### src/rtl/uart_tx_unit.sv
// 8N1 UART transmitter: one byte per accepted request, LSB first, idle-high line.
// Outputs are registered so every line transition lands exactly on a clock edge.
//
// state     | meaning
// ----------+---------------------------------------------------------
// S_IDLE    | line high, waiting for i_TX_DV
// S_START   | driving start bit (0) for CLKS_PER_BIT cycles
// S_DATA    | driving data bit [bit_idx] for CLKS_PER_BIT cycles each
// S_STOP    | driving stop bit (1); final edge raises done, drops active
// S_CLEANUP | single cycle with done held high, then back to idle
module uart_tx_unit #(
  parameter int CLKS_PER_BIT = 87
) (
  input  logic       i_Clock,
  input  logic       i_Rst_n,
  input  logic       i_TX_DV,
  input  logic [7:0] i_TX_Byte,
  output logic       o_TX_Active,
  output logic       o_uart_tx,
  output logic       o_TX_Done
);

  localparam int CW = (CLKS_PER_BIT > 1) ? $clog2(CLKS_PER_BIT) : 1;
  localparam logic [CW-1:0] CNT_LOAD = CW'(CLKS_PER_BIT - 1);

  typedef enum logic [2:0] {
    S_IDLE,
    S_START,
    S_DATA,
    S_STOP,
    S_CLEANUP
  } state_t;

  state_t        state_q, state_d;
  logic [CW-1:0] cnt_q, cnt_d;
  logic [2:0]    idx_q, idx_d;
  logic [7:0]    data_q, data_d;
  logic          tx_q, tx_d;
  logic          active_q, active_d;
  logic          done_q, done_d;
  logic          bit_end;

  // Bit timer is a down-counter; a bit period ends when it reaches zero.
  assign bit_end = (cnt_q == '0);

  always_comb begin
    state_d  = state_q;
    cnt_d    = cnt_q;
    idx_d    = idx_q;
    data_d   = data_q;
    tx_d     = tx_q;
    active_d = active_q;
    done_d   = done_q;

    case (state_q)
      S_IDLE: begin
        tx_d   = 1'b1;
        done_d = 1'b0;
        cnt_d  = '0;
        idx_d  = '0;
        if (i_TX_DV) begin
          data_d   = i_TX_Byte;
          active_d = 1'b1;
          tx_d     = 1'b0;
          cnt_d    = CNT_LOAD;
          state_d  = S_START;
        end
      end

      S_START: begin
        if (bit_end) begin
          idx_d   = '0;
          tx_d    = data_q[0];
          cnt_d   = CNT_LOAD;
          state_d = S_DATA;
        end else begin
          cnt_d = cnt_q - CW'(1);
        end
      end

      S_DATA: begin
        if (bit_end) begin
          cnt_d = CNT_LOAD;
          if (idx_q == 3'd7) begin
            tx_d    = 1'b1;
            state_d = S_STOP;
          end else begin
            idx_d = idx_q + 3'd1;
            tx_d  = data_q[idx_d];
          end
        end else begin
          cnt_d = cnt_q - CW'(1);
        end
      end

      S_STOP: begin
        if (bit_end) begin
          done_d   = 1'b1;
          active_d = 1'b0;
          cnt_d    = '0;
          state_d  = S_CLEANUP;
        end else begin
          cnt_d = cnt_q - CW'(1);
        end
      end

      S_CLEANUP: begin
        done_d  = 1'b0;
        state_d = S_IDLE;
      end

      default: begin
        tx_d     = 1'b1;
        active_d = 1'b0;
        done_d   = 1'b0;
        state_d  = S_IDLE;
      end
    endcase
  end

  always_ff @(posedge i_Clock or negedge i_Rst_n) begin
    if (!i_Rst_n) begin
      state_q  <= S_IDLE;
      cnt_q    <= '0;
      idx_q    <= '0;
      data_q   <= '0;
      tx_q     <= 1'b1;
      active_q <= 1'b0;
      done_q   <= 1'b0;
    end else begin
      state_q  <= state_d;
      cnt_q    <= cnt_d;
      idx_q    <= idx_d;
      data_q   <= data_d;
      tx_q     <= tx_d;
      active_q <= active_d;
      done_q   <= done_d;
    end
  end

  assign o_uart_tx   = tx_q;
  assign o_TX_Active = active_q;
  assign o_TX_Done   = done_q;

endmodule

### config.mk
export PLATFORM = sky130hd
export DESIGN_NAME = uart_tx_unit
export DESIGN_NICKNAME = d
export VERILOG_FILES = /design/src/rtl/uart_tx_unit.sv
export SDC_FILE = /design/constraint.sdc
export NUM_CORES = 1
export LEC_CHECK = 0
export ABC_AREA = 1
export ABC_CLOCK_PERIOD_IN_PS = 2300
export BUFFER_PORTS_ARGS = -buffer_cell sky130_fd_sc_hd__buf_4
export CAP_MARGIN = 20
export CORE_MARGIN = 2
export CORE_UTILIZATION = 30
export CTS_CLUSTER_SIZE = 28
export DETAILED_ROUTE_END_ITERATION = 7
export PLACE_DENSITY = 0.51
export SLEW_MARGIN = 20
export SYNTH_ARGS = -nofsm -noshare
export SYNTH_HDL_FRONTEND = slang
export SYNTH_SLANG_ARGS = --single-unit
### constraint.sdc
create_clock -name i_Clock -period 2.3 [get_ports i_Clock]
set_clock_uncertainty 0.15 [all_clocks]
set_input_delay 0.23 -clock i_Clock [delete_from_list [all_inputs] [get_ports i_Clock]]
set_output_delay 0.23 -clock i_Clock [all_outputs]
set_load 0.02 [all_outputs]
## Yosys cells after proc, flatten, opt, wreduce, memory -nomap -nowiden

Index checks and enable logic that the tools add are counted.

- Output and inout bits: 3
- Input port bits: 11
- Logic and storage cells: 63
- Register bits: 24

- Magnitude comparators: 1
- Eq/ne operators: 11
- Reductions and logical operators: 13
- Multiplexer cells: 26
- Bitwise operators: 3
- Add/sub/neg operators: 2

Operators by type and width:

| kind | count |
|---|---|
| $mux 3 | 8 |
| $mux 7 | 3 |
| $pmux 7 s3 | 1 |
| $ne 2x2->1 const B | 6 |
| $pmux 3 s4 | 1 |
| $pmux 3 s3 | 1 |
| $mux 1 | 8 |
| $logic_not 7->1 | 1 |
| $sub 7x1->7 const B | 1 |
| $eq 3x2->1 const B | 2 |
| $eq 3x3->1 const B | 2 |
| $reduce_and 3->1 | 2 |
| $reduce_bool 3->1 | 2 |
| $reduce_and 5->1 | 1 |
| $lt 3x4->1 const B | 1 |
| $pmux 1 s4 | 1 |
| $reduce_and 2->1 | 2 |
| $reduce_and 4->1 | 1 |
| $reduce_or 2->1 | 2 |
| $add 3x1->3 const B | 1 |
| $bmux 1 s3 | 1 |
| $eq 3x1->1 const B | 1 |
| $logic_not 3->1 | 1 |
| $not 1->1 | 3 |
| other kinds (3) | 3 |

## Longest topological paths before layout

Gate-level depths: netlist (run 1).

- Depth after elaboration: 6
- Gate-level depth with buffers: 9
- Gate-level depth less buffers: 9

## Least setup slack after synthesis (run 1)

Ideal clock, no wire load.

- Path kind: register to register
- Start: register cnt_q[0]
- End: register active_q, in the netlist o_TX_Active
- Data arrival time: 1.292 ns
- Buffers on the path: 0
- Setup time: 0.123 ns
- Period minus slack after synthesis: 1.565 ns
- Required time: 2.027 ns
- Stages on the path, launching flop included: 10
- Path slack: 0.735 ns
- Path through: dfrtp_1 inv_1 ha_1 nand2_1 nor2_4 nand2_2 nand2_1 nand2_1 o21ai_0 nand2_1

- Cells in the longest elaborated chain, start to end: 3

RTL lines:

| item | line | text |
|---|---|---|
| from (decl) | 35 | `logic [CW-1:0] cnt_q, cnt_d;` |
| from (signal assigned) | 132 | `cnt_q <= cnt_d;` |
| $logic_not 7->1 | 44 | `assign bit_end = (cnt_q == '0);` |
| $ne 2x2->1 (no source line) | -- |  |
| $reduce_and 3->1 (no source line) | -- |  |
| to (signal assigned) | 136 | `active_q <= active_d;` |
| to (decl) | 39 | `logic active_q, active_d;` |

Every way passes these cells.
A chain may end at the register's enable or synchronous reset.

## Final worst setup path (run 1)

Same ends and word-level chain as after synthesis.

==> results.py, run 1 <==
metrics = {
    "clock_tree": {
        "clockRootBuffer": "clkbuf_8",
        "clock-sinks": 24,
        "tritoncts": "built",
        "clkLatencyLatePin_ns": 0.27,
        "path_clk_slew_ns": 0.09,
        "htreeDepth": 1,
        "clk_path_buf_depth": 2,
        "cts_setup_buffers": 0,
        "post_cts_resized": 0,
        "hold_buffers": 1,
        "cts_buffers": 3,
    },
    "timing": {
        "worstMarginPinSlew_ns": 0.407,
        "finalHoldViolCount": 0,
        "rsz0062_at_grt": "no",
        "fmax_mhz": 554,
        "setup_tns_ns": 0,
        "fin_crit_ns": 1.80,
        "finalCritPeriodShare_pct": 78.5,
        "slew_viol_final": 0,
        "setup_viol": 0,
        "max-slew-margin-rel_pct": 72.9,
    },
    "min_path": {
        "min_to": "data_q[6]",
        "hp-class": "input port to flop",
        "min_path_cells": 2,
        "min_from": "i_TX_Byte[6]",
    },
    "route": {
        "dr_wl_met3_um": 134,
        "firstDrtPassIters": 4,
        "met1Wirelength_um": 1160,
        "vias_per_cell": 4.82,
        "ant_nets": 0,
        "drt_iter0_markers": 69,
        "wl_met2_um": 1190,
        "avgRoutedWirePerCell_um": 12.4,
        "drc": 0,
        "wl_um": 2530,
        "vias": 983,
        "dr.max_layer_used": "met4",
    },
    "synth": {
        "yosysUniqueCellTypes": 29,
        "synth_ff_type": "dfrtp_1",
        "yosys-top-cells-count": "32 x nand2_1, 23 x dfrtp_1, 14 x inv_1",
        "synth.avg_cell_area_um2": 9.35,
        "yosysSeqAreaShare_pct": 46.7,
        "async_reset_ff_share_pct": 100,
        "syn_inst": 138,
        "syn-num-nets": 152,
        "synth.top_cell.area_share_pct": 44.6,
        "ys_warn_count": 0,
        "netlist_area_mm2": 0.00129,
        "yosysTopAreaCell": "dfrtp_1",
        "yosysMostFrequentCell": "nand2_1",
        "synth-seq-cells": 24,
        "synth_enable_flop_cells": 0,
        "ys_top_cells_by_area": "dfrtp_1 45%, nand2_1 9.3%, mux2_4 5.8%",
    },
    "die": {
        "io_pins": 14,
        "core_mm2": 0.00406,
        "rows": 23,
        "start_util_pct": 31.8,
        "die_y_um": 69.6,
        "die-area_mm2": 0.00484,
        "fp.dieW_um": 69.6,
    },
    "worst_setup_path": {
        "setup.worst_path.start": "cnt_q[0]",
        "arrival_ns": 1.82,
        "cp_max_fo": 7,
        "worstReg2RegEnd": "o_TX_Active",
        "reg2reg_from": "cnt_q[0]",
        "ff2ff_setup_slack_ns": 0.50,
        "critPathCaptureType": "flop",
        "cp-start-kind": "flop",
        "worstPathRequired_ns": 2.31,
        "worstRegToRegCells": 9,
        "criticalPathCategory": "flop to flop",
    },
    "placed_design": {
        "placed_area_mm2": 0.00143,
        "port_buffers": 13,
        "dp_hpwl_um": 1910,
        "routabilityCongestion": 0.757,
    },
    "global_route": {
        "antenna_found_initial": 0,
        "grt_max_degree": 25,
        "grt_use_total_pct": 11.5,
        "grt-ovfl-total": 0,
        "grt_first_pass_wirelength_um": 4490,
        "grt_pass1_vias": 997,
    },
    "job": {
        "maxCapViolations": 0,
    },
    "finish": {
        "areaGrowthSynthToFinish_pct": 15.2,
        "fillers": 405,
        "drive_above_1_share_pct": 25.3,
        "n_antenna_cell": 0,
        "multiInputGateArea_um2": 606,
        "ff_latch_area_um2": 602,
        "final_nets": 169,
        "fin_area_mm2": 0.00149,
    },
    "power": {
        "p_per_area_mw_per_mm2": 1370,
        "ir_drop_uv": 410,
        "leakage_uw": 0.000729,
    },
    "status": {
        "status": "complete, no violations",
    },
}
==> routing by layer <==
layer,global-route usage (%),vias up
li1,-,489
met1,13.8,469
met2,19.2,21
met3,4.22,4
met4,3.49,0
met5,0,-
==> state kept, by name, summed over array words and instances, names as in the netlist <==
signal,count
idx_q,3
cnt_q,7
o_TX_Active,1
o_uart_tx,1
state_q,3
o_TX_Done,1
data_q,8
==> placed cells by master, fill, tap and decap left out, types with 2 or more instances in the layout <==
| master | instances |
|---|---|
| nand2_1 | 32 |
| nand2_2 | 2 |
| mux2_4 | 5 |
| nor3_1 | 2 |
| clkbuf_8 | 3 |
| nand2_4 | 2 |
| nor2_4 | 2 |
| xor2_1 | 4 |
| ha_1 | 3 |
| nand3_1 | 12 |
| nor2_1 | 3 |
| a21oi_1 | 3 |
| dfrtp_1 | 23 |
| o21ai_0 | 9 |
| buf_4 | 13 |
| o211ai_1 | 4 |
| inv_2 | 3 |
| mux2_2 | 3 |
| inv_1 | 14 |
==> cell type report <==
class,instances,share of cell area [%]
multi-input cells,95,40.7
flip-flops and latches,24,40.5
repair buffers,14,7.24
inverters,17,4.29
well taps,50,4.21
clock buffers,4,3.03
==> through the flow <==
step / hold WS (ns) / setup WS [ns] / std cells / total power, uW / utilization, %
CTS: 0.0276 / 0.488 / 204 / 2060 / 36.6
finish: 0.0374 / 0.495 / 204 / 2040 / 36.6
global placement: -0.00254 / 0.534 / 199 / 1770 / 35.3
global route: 0.0221 / 0.333 / 204 / 2240 / 36.6
floorplan: -0.216 / 0.735 / 138 / 1560 / -
detailed placement: -0.0000462 / 0.506 / 199 / 1790 / 35.3
==> worst max-delay path, stage by stage, from the launching register on <==
cell	delay, ns
dfrtp_1	0.41
inv_1	0.07
ha_1	0.18
nand2_1	0.10
nor2_4	0.13
nand2_2	0.13
nand2_1	0.13
nand2_1	0.15
o21ai_0	0.19
nand2_1	0.06
==> cell families (layout without fill, tap and decap cells) <==
| kind of cell | count (synthesis) | count (layout) | share of synthesized area [%] |
|---|---|---|---|
| flip-flops | 24 | 24 | 46.7 |
| AND/OR/NAND/NOR | 60 | 60 | 23.4 |
| multiplexers | 8 | 8 | 8.44 |
| buffers and inverters | 19 | 35 | 6.40 |
| AO/OA/AOI/OAI | 20 | 20 | 9.50 |
| XOR/XNOR | 4 | 4 | 2.72 |
| adder cells (fa/ha/maj) | 3 | 3 | 2.91 |
==> worst max-delay path by stage <==
stage | slack, ns | depth (start not counted) | endpoint
floorplan | 0.74 | 9 | o_TX_Active
global placement | 0.53 | 9 | o_TX_Active
detailed placement | 0.51 | 9 | o_TX_Active
CTS | 0.49 | 9 | o_TX_Active
global route | 0.33 | 9 | o_TX_Active
finish | 0.50 | 9 | o_TX_Active
==> power by group <==
| group | switching, uW | internal, uW | leakage (uW) | total (uW) |
|---|---|---|---|---|
| clock | 136 | 124 | 0.0000228 | 260 |
| sequential | 157 | 621 | 0.000297 | 778 |
| combinational | 564 | 434 | 0.000409 | 998 |
Note: power is estimated with default switching activity, not from simulation.
==> run 2: changes to the inputs <==
Settings changed: ABC_CLOCK_PERIOD_IN_PS 2300 to 1600, PLACE_DENSITY 0.51 to 0.53.
Clock period 2.3 ns to 1.6 ns, I/O delays scaled along.
==> run 2 against run 1 <==
Against the previous run:
- combinational power up 98%
- critical endpoint is now state_q[0]
- fmax grew 16%
- final cell count increased by 10%
- routed wire length increased by 11%
- core utilization is 7.1 points higher
- non-clock buffer count increased by 21
- register-to-register slack lost 0.45 ns
- largest power group unchanged
- design area increased by 19%
==> results.py, run 2 (synthesized netlist as in run 1, its figures left out) <==
metrics = {
    "die": {
        "io_pins": 14,
        "start_util_pct": 31.8,
        "die_y_um": 69.6,
        "fp.dieW_um": 69.6,
        "rows": 23,
        "die-area_mm2": 0.00484,
        "core_mm2": 0.00406,
    },
    "worst_setup_path": {
        "path_common_cell": "nand2_4",
        "cpLargestDelayFamily": "simple AND/OR/NAND/NOR gates",
        "cp-start-kind": "flop",
        "slowest_stage": "dfrtp_1",
        "cp_max_fo": 5,
        "worstPathRequired_ns": 1.62,
        "critPathMaxStageDelay_ns": 0.43,
        "criticalPathCategory": "flop to flop",
        "worstReg2RegEnd": "state_q[0]",
        "arrival_ns": 1.58,
        "worstRegToRegCells": 7,
        "cp_cell_sequence": "nor3_1, nand2_4, nand2_4, buf_6, nand3_4, nand2_2, o21ai_2",
        "ff2ff_setup_slack_ns": 0.04,
        "crit_buf_inv": 1,
        "reg2reg_from": "cnt_q[5]",
        "critPathCaptureType": "flop",
    },
    "power": {
        "ir_drop_uv": 753,
        "switchingPower_uw": 1460,
        "clock_power_share_pct": 12.0,
        "p_int_uw": 2060,
        "netSwitchingFraction_pct": 41.4,
        "combPwrFrac_pct": 56.2,
        "p_per_area_mw_per_mm2": 1980,
        "leakage_uw": 0.000850,
        "p_seq_share_pct": 31.8,
    },
    "clock_tree": {
        "clk_path_buf_depth": 2,
        "clkLatencyLatePin_ns": 0.27,
        "cts_buffers": 3,
        "tritoncts": "built",
        "path_clk_slew_ns": 0.09,
        "htreeDepth": 1,
        "clock-sinks": 24,
        "clockRootBuffer": "clkbuf_8",
    },
    "route": {
        "drc": 0,
        "avgRoutedWirePerCell_um": 12.4,
        "ant_nets": 0,
        "drt_iter0_markers": 48,
        "vias_per_cell": 4.69,
        "firstDrtPassIters": 4,
        "vias": 1055,
        "wl_um": 2800,
    },
    "global_route": {
        "grt_use_total_pct": 12.6,
        "grt_max_degree": 25,
        "grt_first_pass_wirelength_um": 4910,
        "antenna_found_initial": 0,
        "grt_pass1_vias": 1120,
        "grt-ovfl-total": 0,
    },
    "placed_design": {
        "pre_cts_slack_ns": -0.0675,
        "routabilityCongestion": 0.766,
        "port_buffers": 13,
        "dp_hpwl_um": 2010,
    },
    "finish": {
        "areaGrowthSynthToFinish_pct": 37.5,
        "largest_reg_flops": 8,
        "final_nets": 190,
        "drive_above_1_share_pct": 38.9,
        "n_antenna_cell": 0,
        "largest_register": "data_q",
        "final_util_pct": 43.7,
        "final_common_cell": "nand2_1",
        "reg_top3": "data_q (8), cnt_q (7)",
        "multiInputGateArea_um2": 697,
        "layout_common_cells": "27 x nand2_1, 24 x buf_4, 22 x dfrtp_1, 12 x inv_1, 12 x nand3_1",
        "ff_latch_area_um2": 603,
        "fillers": 388,
    },
    "timing": {
        "setup_tns_ns": 0,
        "slew_viol_final": 0,
        "fin_crit_ns": 1.56,
        "rsz0062_at_grt": "yes",
        "max-slew-margin-rel_pct": 72.2,
        "finalHoldViolCount": 0,
        "fmax_mhz": 641,
        "setup_ws_ns": 0.0404,
        "fin_hold_ws_ns": 0.116,
        "setup_viol": 0,
        "worstMarginPinSlew_ns": 0.417,
        "finalCritPeriodShare_pct": 97.5,
    },
    "min_path": {
        "min_path_cells": 3,
        "min_to": "o_TX_Active",
        "hp-class": "input port to flop",
        "min_from": "i_TX_DV",
    },
    "status": {
        "status": "complete, no violations",
    },
    "job": {
        "maxCapViolations": 0,
    },
}
-- run 2: worst max-delay path by stage --
| stage | startpoint | end | slack (ns) | cells after the start |
|---|---|---|---|---|
| floorplan | cnt_q[0] | o_TX_Active | 0.04 | 9 |
| global placement | cnt_q[1] | o_TX_Active | 0.008 | 9 |
| detailed placement | cnt_q[1] | o_TX_Active | -0.07 | 9 |
| CTS | cnt_q[1] | state_q[1] | 0.002 | 10 |
| global route | idx_q[1] | o_uart_tx | -0.06 | 8 |
| finish | cnt_q[5] | state_q[0] | 0.04 | 7 |
-- run 2: per-stage QoR --
step	instance area (um2)	cells	total power, uW
finish	1770	225	3520
global route	1770	225	3830
CTS	1700	224	3330
detailed placement	1510	209	2750
global placement	1510	209	2720
floorplan	1290	138	2250
-- run 2: repair_timing --
action / CTS / global route
gates resized for setup: 9 / 21
buffers inserted: 2 / 1
pin swaps: 2 / 6
hold buffers: 9 / 0
hold endpoints to repair: 32 / 0
setup endpoints to repair: 10 / 12
-- run 2: area by class of cell --
| type | instances | share of cell area, % |
|---|---|---|
| tap | 50 | 3.53 |
| multi-input combinational | 95 | 39.3 |
| timing repair buffer | 35 | 16.5 |
| sequential | 24 | 34.0 |
| inverter | 17 | 3.60 |
| clock buffer | 4 | 3.10 |
-- run 2: metal layers --
metal	vias to the layer above	GRT usage (%)	share of wire, %
met1	504	14.4	45
met3	4	3.05	3.0
met5	-	0	0
met2	16	22.9	51
li1	531	-	-
met4	0	3.92	1.3
-- run 2: worst min-delay path: stages --
cell,delay [ns]
buf_4,0.10
nand2_4,0.14
nand2_1,0.10
-- run 2: power groups by stage --
stage	sequential [uW]	clock, uW	combinational (uW)
3_5_place_dp	1120	0	1630
3_3_place_gp	1110	0	1610
4_1_cts	1110	435	1790
6_report	1120	422	1980
2_1_floorplan	1100	0	1140
5_1_grt	1160	470	2200
